$ cat config.mk
export PLATFORM = sky130hd
export DESIGN_NAME = mmio_store_sink
export DESIGN_NICKNAME = d
export VERILOG_FILES = /design/src/rtl/riscv_pkg.sv /design/src/rtl/uart_tx.sv /design/src/rtl/mmio_store_sink.sv
export SDC_FILE = /design/constraint.sdc
export NUM_CORES = 1
export LEC_CHECK = 0
export CAP_MARGIN = 10
export CORE_MARGIN = 2
export CORE_UTILIZATION = 46
export DETAILED_ROUTE_END_ITERATION = 6
export PLACE_DENSITY_LB_ADDON = 0.15
export SETUP_SLACK_MARGIN = 0.2
export SLEW_MARGIN = 25
export SYNTH_ARGS = -nofsm -noshare
export SYNTH_HDL_FRONTEND = slang
export SYNTH_HIERARCHICAL = 1
export SYNTH_SLANG_ARGS = --single-unit
$ cat constraint.sdc
create_clock -name clk -period 3.6 [get_ports clk]
set_input_delay 1.08 -clock clk [delete_from_list [all_inputs] [get_ports clk]]
set_output_delay 1.08 -clock clk [all_outputs]
set_load 0.02 [all_outputs]
$ cat src/rtl/riscv_pkg.sv
// Shared core constants: data width, MMIO window addresses and UART serializer states.
package riscv_pkg;

  localparam int unsigned XLEN = 32;

  localparam logic [31:0] MMIO_TOHOST_ADDR  = 32'hFFFF_FF00;
  localparam logic [31:0] MMIO_UART_TX_ADDR = 32'hFFFF_FF04;
  localparam logic [31:0] MMIO_GPIO_ADDR    = 32'hFFFF_FF08;

  typedef enum logic [1:0] {
    UTX_IDLE,
    UTX_START,
    UTX_DATA,
    UTX_STOP
  } uart_tx_state_e;

endpackage

$ cat src/rtl/uart_tx.sv
// 8N1 serializer: accepts one byte per frame via valid/ready, drives the line LSB first.
module uart_tx
  import riscv_pkg::*;
#(
  parameter int unsigned CLKS_PER_BIT = 16
) (
  input  logic       clk,
  input  logic       rst,
  input  logic       in_valid_i,
  input  logic [7:0] in_data_i,
  output logic       in_ready_o,
  output logic       tx_o,
  output logic       busy_o
);

  localparam int unsigned CntW = (CLKS_PER_BIT > 1) ? $clog2(CLKS_PER_BIT) : 1;
  localparam logic [CntW-1:0] CntMax = CntW'(CLKS_PER_BIT - 1);

  uart_tx_state_e state_q, state_d;
  logic [CntW-1:0] cnt_q, cnt_d;
  logic [2:0]      bit_q, bit_d;
  logic [7:0]      shift_q, shift_d;

  always_comb begin
    state_d    = state_q;
    cnt_d      = cnt_q;
    bit_d      = bit_q;
    shift_d    = shift_q;
    in_ready_o = 1'b0;
    tx_o       = 1'b1;
    unique case (state_q)
      UTX_IDLE: begin
        in_ready_o = 1'b1;
        if (in_valid_i) begin
          shift_d = in_data_i;
          cnt_d   = '0;
          state_d = UTX_START;
        end
      end
      UTX_START: begin
        tx_o = 1'b0;
        if (cnt_q == CntMax) begin
          cnt_d   = '0;
          bit_d   = '0;
          state_d = UTX_DATA;
        end else begin
          cnt_d = cnt_q + 1'b1;
        end
      end
      UTX_DATA: begin
        tx_o = shift_q[0];
        if (cnt_q == CntMax) begin
          cnt_d   = '0;
          shift_d = {1'b0, shift_q[7:1]};
          if (bit_q == 3'd7) begin
            state_d = UTX_STOP;
          end else begin
            bit_d = bit_q + 3'd1;
          end
        end else begin
          cnt_d = cnt_q + 1'b1;
        end
      end
      UTX_STOP: begin
        if (cnt_q == CntMax) begin
          cnt_d   = '0;
          state_d = UTX_IDLE;
        end else begin
          cnt_d = cnt_q + 1'b1;
        end
      end
      default: state_d = UTX_IDLE;
    endcase
  end

  always_ff @(posedge clk) begin
    if (rst) begin
      state_q <= UTX_IDLE;
      cnt_q   <= '0;
      bit_q   <= '0;
      shift_q <= '0;
    end else begin
      state_q <= state_d;
      cnt_q   <= cnt_d;
      bit_q   <= bit_d;
      shift_q <= shift_d;
    end
  end

  assign busy_o = (state_q != UTX_IDLE);

endmodule

$ cat src/rtl/mmio_store_sink.sv
// MMIO store responder: decodes word stores to tohost, UART TX FIFO and GPIO registers.
module mmio_store_sink
  import riscv_pkg::*;
#(
  parameter int unsigned XLEN         = riscv_pkg::XLEN,
  parameter int unsigned CLKS_PER_BIT = 16,
  parameter int unsigned FIFO_DEPTH   = 8
) (
  input  logic            clk,
  input  logic            rst,
  input  logic            MemWriteM,
  input  logic [XLEN-1:0] ALUResultM,
  input  logic [XLEN-1:0] WriteDataM,
  output logic            UartTx,
  output logic            TxBusy,
  output logic            TxOverflow,
  output logic            Done,
  output logic            Pass,
  output logic [XLEN-2:0] ExitCode,
  output logic [XLEN-1:0] GpioOut
);

  localparam int unsigned IdxW = $clog2(FIFO_DEPTH);
  localparam int unsigned PtrW = IdxW + 1;

  logic hit_tohost, hit_uart, hit_gpio;
  assign hit_tohost = MemWriteM && (ALUResultM == MMIO_TOHOST_ADDR);
  assign hit_uart   = MemWriteM && (ALUResultM == MMIO_UART_TX_ADDR);
  assign hit_gpio   = MemWriteM && (ALUResultM == MMIO_GPIO_ADDR);

  logic            done_q, done_d, pass_q, pass_d, ovf_q, ovf_d;
  logic [XLEN-2:0] exit_q, exit_d;
  logic [XLEN-1:0] gpio_q, gpio_d;
  logic [PtrW-1:0] wr_ptr_q, wr_ptr_d, rd_ptr_q, rd_ptr_d;
  logic [7:0]      fifo_q [FIFO_DEPTH];

  logic fifo_empty, fifo_full, push, pop, tx_ready, tx_busy;

  assign fifo_empty = (wr_ptr_q == rd_ptr_q);
  assign fifo_full  = (wr_ptr_q[PtrW-1] != rd_ptr_q[PtrW-1]) &&
                      (wr_ptr_q[IdxW-1:0] == rd_ptr_q[IdxW-1:0]);
  assign pop        = !fifo_empty && tx_ready;
  // A pop in the same cycle frees the slot the push needs.
  assign push       = hit_uart && (!fifo_full || pop);

  always_comb begin
    done_d   = done_q;
    pass_d   = pass_q;
    exit_d   = exit_q;
    gpio_d   = gpio_q;
    ovf_d    = ovf_q;
    wr_ptr_d = wr_ptr_q;
    rd_ptr_d = rd_ptr_q;
    if (hit_tohost && !done_q) begin
      done_d = 1'b1;
      pass_d = (WriteDataM == XLEN'(1));
      exit_d = WriteDataM[XLEN-1:1];
    end
    if (hit_gpio) begin
      gpio_d = WriteDataM;
    end
    if (hit_uart && !push) begin
      ovf_d = 1'b1;
    end
    if (push) begin
      wr_ptr_d = wr_ptr_q + 1'b1;
    end
    if (pop) begin
      rd_ptr_d = rd_ptr_q + 1'b1;
    end
  end

  always_ff @(posedge clk) begin
    if (rst) begin
      done_q   <= 1'b0;
      pass_q   <= 1'b0;
      exit_q   <= '0;
      gpio_q   <= '0;
      ovf_q    <= 1'b0;
      wr_ptr_q <= '0;
      rd_ptr_q <= '0;
    end else begin
      done_q   <= done_d;
      pass_q   <= pass_d;
      exit_q   <= exit_d;
      gpio_q   <= gpio_d;
      ovf_q    <= ovf_d;
      wr_ptr_q <= wr_ptr_d;
      rd_ptr_q <= rd_ptr_d;
    end
  end

  always_ff @(posedge clk) begin
    if (push) begin
      fifo_q[wr_ptr_q[IdxW-1:0]] <= WriteDataM[7:0];
    end
  end

  uart_tx #(
    .CLKS_PER_BIT(CLKS_PER_BIT)
  ) u_uart_tx (
    .clk        (clk),
    .rst        (rst),
    .in_valid_i (!fifo_empty),
    .in_data_i  (fifo_q[rd_ptr_q[IdxW-1:0]]),
    .in_ready_o (tx_ready),
    .tx_o       (UartTx),
    .busy_o     (tx_busy)
  );

  assign TxBusy     = !fifo_empty || tx_busy;
  assign TxOverflow = ovf_q;
  assign Done       = done_q;
  assign Pass       = pass_q;
  assign ExitCode   = exit_q;
  assign GpioOut    = gpio_q;

endmodule

==> impl_metrics.tcl, run 1 <==
set metrics [dict create \
    cts_sinks 158 \
    drc 0 \
    max_freq_ghz 0.308 \
    cts-root-buf "clkbuf_16" \
    synth_top_area_share_pct 30.2 \
    row_count 42 \
    maxCapViolations 0 \
    synthesis.area_um2 6370 \
    grtUsageTotal_pct 22.3 \
    crit_chain "xnor2_1 > nand4_1 > or2_2 > clkdlybuf4s50_1" \
    min_from "ExitCode[17]$_SDFFE_PP0P_" \
    diodes 0 \
    vias_per_cell 5.31 \
    synthDistinctLibCells 46 \
    path_clk_slew_ps 60 \
    synth_edf_count 64 \
    drive_above_1_share_pct 14.2 \
    worst_ir_drop_vdd_v 0.000340 \
    cellLeakagePower_uw 0.00327 \
    ys_top_cells_by_area "edfxtp_1 (30%), dfxtp_1 (30%), mux2i_1 (5.8%)" \
    cpMaxStageDelayCell "clkdlybuf4s50_1" \
    p_per_area_nw_per_um2 529 \
    avgSynthCellArea_um2 11.8 \
    setup_viol_count_final 0 \
    synthesis.nets 615 \
    place_hpwl_um 10900 \
    fillers 1044 \
    skew_ps 7.29 \
    slew_violations 0 \
    cts_tree "yes" \
    ant_nets 0 \
    max_stage_delay_ps 560 \
    drtIter0Drc 246 \
    seq_area_frac_synth_pct 59.7 \
    async_reset_ff_share_pct 0 \
    worst-path-stages 4 \
    io_buffer_count 134 \
    grt_pass1_vias 4819 \
    yosys.area.top_type "edfxtp_1" \
    grt_antenna_before_repair 0 \
    ctsHoldBuffers 0 \
    io_pins 135 \
    period_needed_ps 3240 \
    cts_max_path_buffers 2 \
    worst_ep_required_time_ps 2520 \
    reg2reg_to "u_uart_tx/shift_q[1]$_SDFFE_PP0P_" \
    cp_max_fo 9 \
    crit_path_start "wr_ptr_q[1]$_SDFFE_PP0P_" \
    reg2reg_depth 6 \
    min_period_over_period_pct 90.1 \
    grt-ovfl-total 0 \
    r2r_slack_ps 1380 \
    hold_viol 0 \
    routedWlPerCell_um 17.9 \
    relSlewSlack_pct 48.6 \
    post-route-util_pct 64.7 \
    critPathTopFamily "buffers and inverters" \
    dieArea_um2 14800 \
    floorplan.initialDensity_pct 47.5 \
    dieHeight_um 122 \
    grt_max_degree 95 \
    status "finished, final reports clean" \
    rsz0062_at_grt "no" \
    nets 762 \
    syn_inst 538 \
    path_class "reg2out" \
    synthFlopType "dfxtp_1" \
    cts_buffers 17 \
    syn2layout_area_growth_pct 36.1 \
    crit_path_start_kind "register" \
    min_path_type "reg2reg" \
    num_vias 4641 \
    ys_seq_elements 158 \
    worstPathArrival_ps 2160 \
    wl_um 15700 \
    clk_latency_ps 420 \
    cp-endpoint "TxBusy" \
    worst_slew_pin_slew_ps 769 \
    die_w_um 122 \
    yosys_warnings 6 \
    core_um2 13400 \
    gp_congestion 0.762 \
    grt_pass1_wl_um 25000 \
    path_buf_inv 1 \
    tns_ps 0 \
    htreeDepth 4 \
    worst_setup_path_end_kind "output pin" \
    dr.pass1.iters 4 \
]
[repair_timing]
item | 4_1_cts | 5_1_grt
setup endpoints to repair | 1 | 1
resized for setup | 1 | 1
pin swaps | 1 | 0
gates cloned | 0 | 0
buffers inserted | 1 | 0
[stage by stage]
stage / instance area [µm²] / instances / hold WS (ps) / total power, µW / setup slack [ps]
3_3_place_gp: 8020 / 841 / 437 / 2710 / 44.7
3_5_place_dp: 8020 / 841 / 446 / 2730 / 9.24
4_1_cts: 8660 / 874 / 455 / 4620 / 263
2_1_floorplan: 6380 / 538 / 448 / 2500 / 259
6_report: 8670 / 874 / 452 / 4580 / 358
5_1_grt: 8670 / 874 / 473 / 4750 / 223
[report_power, final]
part | internal (µW) | switching, µW
combinational | 376 | 341
clock | 1190 | 692
sequential | 1920 | 65.6
[worst reg2reg max path: stages (launching register included)]
cell and delay, ps:
dfxtp_1 720, buf_4 310, mux4_2 560, mux2_2 280, inv_1 50, a21oi_1 50
o221a_2 130
[layer usage]
| metal | track usage, % | vias to the layer above | share of wire (%) |
|---|---|---|---|
| li1 | - | 2233 | - |
| met1 | 28.0 | 2240 | 43 |
| met2 | 36.0 | 149 | 48 |
| met3 | 8.24 | 19 | 7.8 |
| met4 | 7.33 | 0 | 1.5 |
| met5 | 0 | - | 0 |
[cell usage in the layout (no fill, tap or decap), types with 8 or more instances in the layout]
cell type / n
mux4_2: 16
nor4_1: 8
a21oi_1: 50
mux2_2: 8
dfxtp_1: 93
nor2_1: 52
nand2_1: 68
buf_4: 20
clkbuf_16: 20
mux2i_1: 37
edfxtp_1: 64
ha_1: 9
nand3_1: 9
clkdlybuf4s50_1: 133
inv_1: 14
nand4_1: 10
[Yosys cell counts, types with 7 or more instances]
cell	n
nand3_1	9
a21oi_1	50
mux4_2	16
nor4_1	8
nand4_1	10
mux2i_1	37
nand2_1	68
clkbuf_1	18
ha_1	10
nor2_1	52
dfxtp_1	94
nand2b_1	7
mux2_2	8
inv_1	14
o221a_2	7
edfxtp_1	64
[how the worst min path moves through the flow]
stage          depth (start not counted)                         endpoint  slack (ps)
3_5_place_dp                           2        ExitCode[11]$_SDFFE_PP0P_         450
3_3_place_gp                           2        ExitCode[27]$_SDFFE_PP0P_         440
5_1_grt                                2        ExitCode[10]$_SDFFE_PP0P_         470
2_1_floorplan                          2  u_uart_tx/bit_q[1]$_SDFFE_PP0P_         450
6_report                               2        ExitCode[17]$_SDFFE_PP0P_         450
4_1_cts                                2        ExitCode[15]$_SDFFE_PP0P_         460
[area by class of cell]
type	count	area (µm²)	share of cell area [%]
clock inverters	7	93.8	1.08
repair buffers	158	1570	18.1
inverters	14	52.6	0.606
multi-input cells	336	2390	27.5
well taps	176	220	2.54
clock buffers	25	542	6.25
flip-flops and latches	158	3800	43.9
[state kept, by name, summed over array words and instances (netlist names), named ones only]
name	flops
GpioOut	32
TxOverflow	1
wr_ptr_q	4
u_uart_tx/state_q	2
Done	1
u_uart_tx/bit_q	3
ExitCode	31
rd_ptr_q	4
fifo_q	64
Pass	1
u_uart_tx/cnt_q	4
u_uart_tx/shift_q	8
[kinds of logic after synthesis]
kind of cell / after synthesis / synth area share [%]
muxes: 61 / 12.9
buffers and inverters: 44 / 3.01
AOI/OAI and AO/OA: 71 / 7.05
DFF: 158 / 59.7
and+or+nand+nor: 187 / 14.4
xor gates and xnor gates: 7 / 0.963
adders and majority gates: 10 / 1.96
No activity file was read; power rests on OpenSTA's default activity.
==> run 2, diff against run 1 <==
--- a/config.mk
+++ b/config.mk
@@ -5,10 +5,12 @@
 export SDC_FILE = /design/constraint.sdc
 export NUM_CORES = 1
 export LEC_CHECK = 0
+export ABC_AREA = 1
 export CAP_MARGIN = 10
 export CORE_MARGIN = 2
-export CORE_UTILIZATION = 46
+export CORE_UTILIZATION = 47
 export DETAILED_ROUTE_END_ITERATION = 6
+export HOLD_SLACK_MARGIN = 0.05
 export PLACE_DENSITY_LB_ADDON = 0.15
 export SETUP_SLACK_MARGIN = 0.2
 export SLEW_MARGIN = 25
==> run 2 against run 1 <==
  * Synthesized area grew 7.7%
  * Cell count grew 35%
  * Power grew 6.7%
  * Die area grew 5.3%
  * Flip-flop and latch count is the same
  * Sequential power is essentially flat
  * Critical path depth grew 3
  * Via count grew 24%
==> impl_metrics.tcl, run 2 <==
set metrics [dict create \
    diodes 0 \
    maxCapViolations 0 \
    cts_buffers 17 \
    core_um2 14400 \
    dp_slack_ps 528 \
    grt_max_degree 54 \
    cts_sinks 158 \
    io_buffer_count 134 \
    reg2reg_depth 10 \
    htreeDepth 4 \
    routedWlPerCell_um 14.1 \
    cts_max_path_buffers 2 \
    seq_area_frac_synth_pct 55.4 \
    yosys_warnings 6 \
    status "finished, final reports clean" \
    tns_ps 0 \
    gp_congestion 0.798 \
    nets 1059 \
    max_freq_ghz 0.311 \
    place_hpwl_um 11500 \
    path_clk_slew_ps 60 \
    crit_chain "inv_2 > nand2_1 > nand2_1 > nor2_1 > nand3_2 > or2_2 > clkdlybuf4s50_1" \
    dieHeight_um 125 \
    cpMaxStageDelayCell "clkdlybuf4s50_1" \
    worst_ir_drop_vdd_v 0.000417 \
    syn_inst 836 \
    final_cell_mix "nand2_1 (190), nor2_1 (170), clkdlybuf4s50_1 (134)" \
    synth_top_area_share_pct 28.0 \
    min_period_over_period_pct 89.4 \
    ant_nets 0 \
    synth_edf_count 64 \
    hold_viol 0 \
    min_path_type "reg2reg" \
    synthFlopType "dfxtp_1" \
    grtUsageTotal_pct 21.5 \
    avgSynthCellArea_um2 8.21 \
    grt_antenna_before_repair 0 \
    syn2layout_area_growth_pct 32.8 \
    clk_latency_ps 420 \
    dr.pass1.iters 5 \
    dieArea_um2 15600 \
    wl_um 16700 \
    setup_viol_count_final 0 \
    grt_pass1_vias 5388 \
    yosys.area.top_type "edfxtp_1" \
    skew_ps 5.97 \
    ctsResizeCount 0 \
    io_pins 135 \
    drive_above_1_share_pct 7.24 \
    worstPathArrival_ps 2140 \
    num_vias 5750 \
    grt_pass1_wl_um 26900 \
    worst-path-stages 7 \
    path_class "reg2out" \
    row_count 44 \
    vias_per_cell 4.88 \
    die_w_um 125 \
    largest_reg_flops 64 \
    layout_setup_ws_ps 381 \
    cts-root-buf "clkbuf_16" \
    final_common_cell "nand2_1" \
    slew_violations 0 \
    p_per_area_nw_per_um2 536 \
    hold_path_depth 2 \
    synthesis.nets 913 \
    synthesis.area_um2 6860 \
    async_reset_ff_share_pct 0 \
    cp_max_fo 7 \
    ctsHoldBuffers 0 \
    synth_most_common_cell "nand2_1" \
    drtIter0Drc 377 \
    post_cts_buffers 0 \
    worst_slew_pin_slew_ps 948 \
    relSlewSlack_pct 36.7 \
    cts_tree "yes" \
    rsz0062_at_grt "no" \
    path_buf_inv 2 \
    ys_seq_elements 158 \
    worst_setup_path_end_kind "output pin" \
    grt-ovfl-total 0 \
    period_needed_ps 3220 \
    max_stage_delay_ps 530 \
    floorplan.initialDensity_pct 47.6 \
    cellLeakagePower_uw 0.00368 \
    synth_common_cells "nand2_1 (190), nor2_1 (170), inv_1 (96)" \
    crit_path_start_kind "register" \
    crit_top_cell "nand2_1" \
    worst_ep_required_time_ps 2520 \
    drc 0 \
    ys_top_cells_by_area "edfxtp_1 (28%), dfxtp_1 (27%), nand2_1 (10%)" \
    synthDistinctLibCells 36 \
    critPathTopFamily "simple AND/OR/NAND/NOR gates" \
]
==> run 2: cell types whose count changed after synthesis, moves of 5 or more <==
cell,previous run,this run
nand2_1,68,190
nor2_1,52,170
inv_1,14,96
o21ai_0,5,49
mux2i_1,37,0
mux4_2,16,0
o32ai_1,0,16
nand3_1,9,21
mux2_2,8,0
nand2b_1,7,0
o221a_2,7,0
nand4_1,10,5
nor4_1,8,3
==> run 2: cell families after synthesis <==
| group | Yosys count | synth area share, % |
|---|---|---|
| AO/OA/AOI/OAI | 120 | 9.76 |
| XOR/XNOR | 6 | 0.766 |
| adder cells (fa/ha/maj) | 10 | 1.82 |
| buffers and inverters | 132 | 7.60 |
| flip-flops | 158 | 55.4 |
| AND/OR/NAND/NOR | 410 | 24.6 |
==> run 2: layout make-up <==
type	instances	area, µm²
clock inverters	7	100
flip-flops and latches	158	3800
inverters	99	372
repair buffers	160	1560
fillers	1256	5310
multi-input cells	546	2540
well taps	184	230
clock buffers	25	509
==> run 2: tightest hold or removal path, cell delays in order, from the launching register on <==
cell     delay [ps]
dfxtp_1         310
inv_1            40
a21oi_1          50
==> run 2: power breakdown <==
group | total [µW] | switching, µW | internal, µW | leakage, µW
registers | 2000 | 68.5 | 1930 | 0.00133
logic | 1060 | 652 | 407 | 0.00205
clock network | 1830 | 702 | 1130 | 0.000296
total | 4890 | 1420 | 3470 | 0.00368
==> run 2: metrics by stage <==
stage,hold slack (ps),instances,utilization (%),cell area [µm²],power (µW)
after global placement,428,1147,59.0,8500,3080
after global routing,457,1179,63.2,9110,5120
after CTS,442,1179,63.2,9110,4920
after floorplan,440,836,-,6860,2720
final,441,1179,63.2,9110,4890
after detailed placement,433,1147,59.0,8500,3080
==> run 2: routing by layer <==
metal / wire length (µm) / track usage (%)
met5: 0 / 0
met4: 536 / 9.67
met3: 1190 / 7.47
met2: 7590 / 34.2
met1: 7360 / 26.6
==> run 2: final timing paths <==
check | startpoint | endpoint | slack [ps]
worst min-delay path | ExitCode[17]$_SDFFE_PP0P_ | ExitCode[17]$_SDFFE_PP0P_ | 440
worst min register to register | ExitCode[17]$_SDFFE_PP0P_ | ExitCode[17]$_SDFFE_PP0P_ | 440
worst max register to register | u_uart_tx/state_q[1]$_SDFFE_PP0P_ | fifo_q[2][5]$_DFFE_PP_ | 1340
worst max-delay path | wr_ptr_q[1]$_SDFFE_PP0P_ | TxBusy | 380
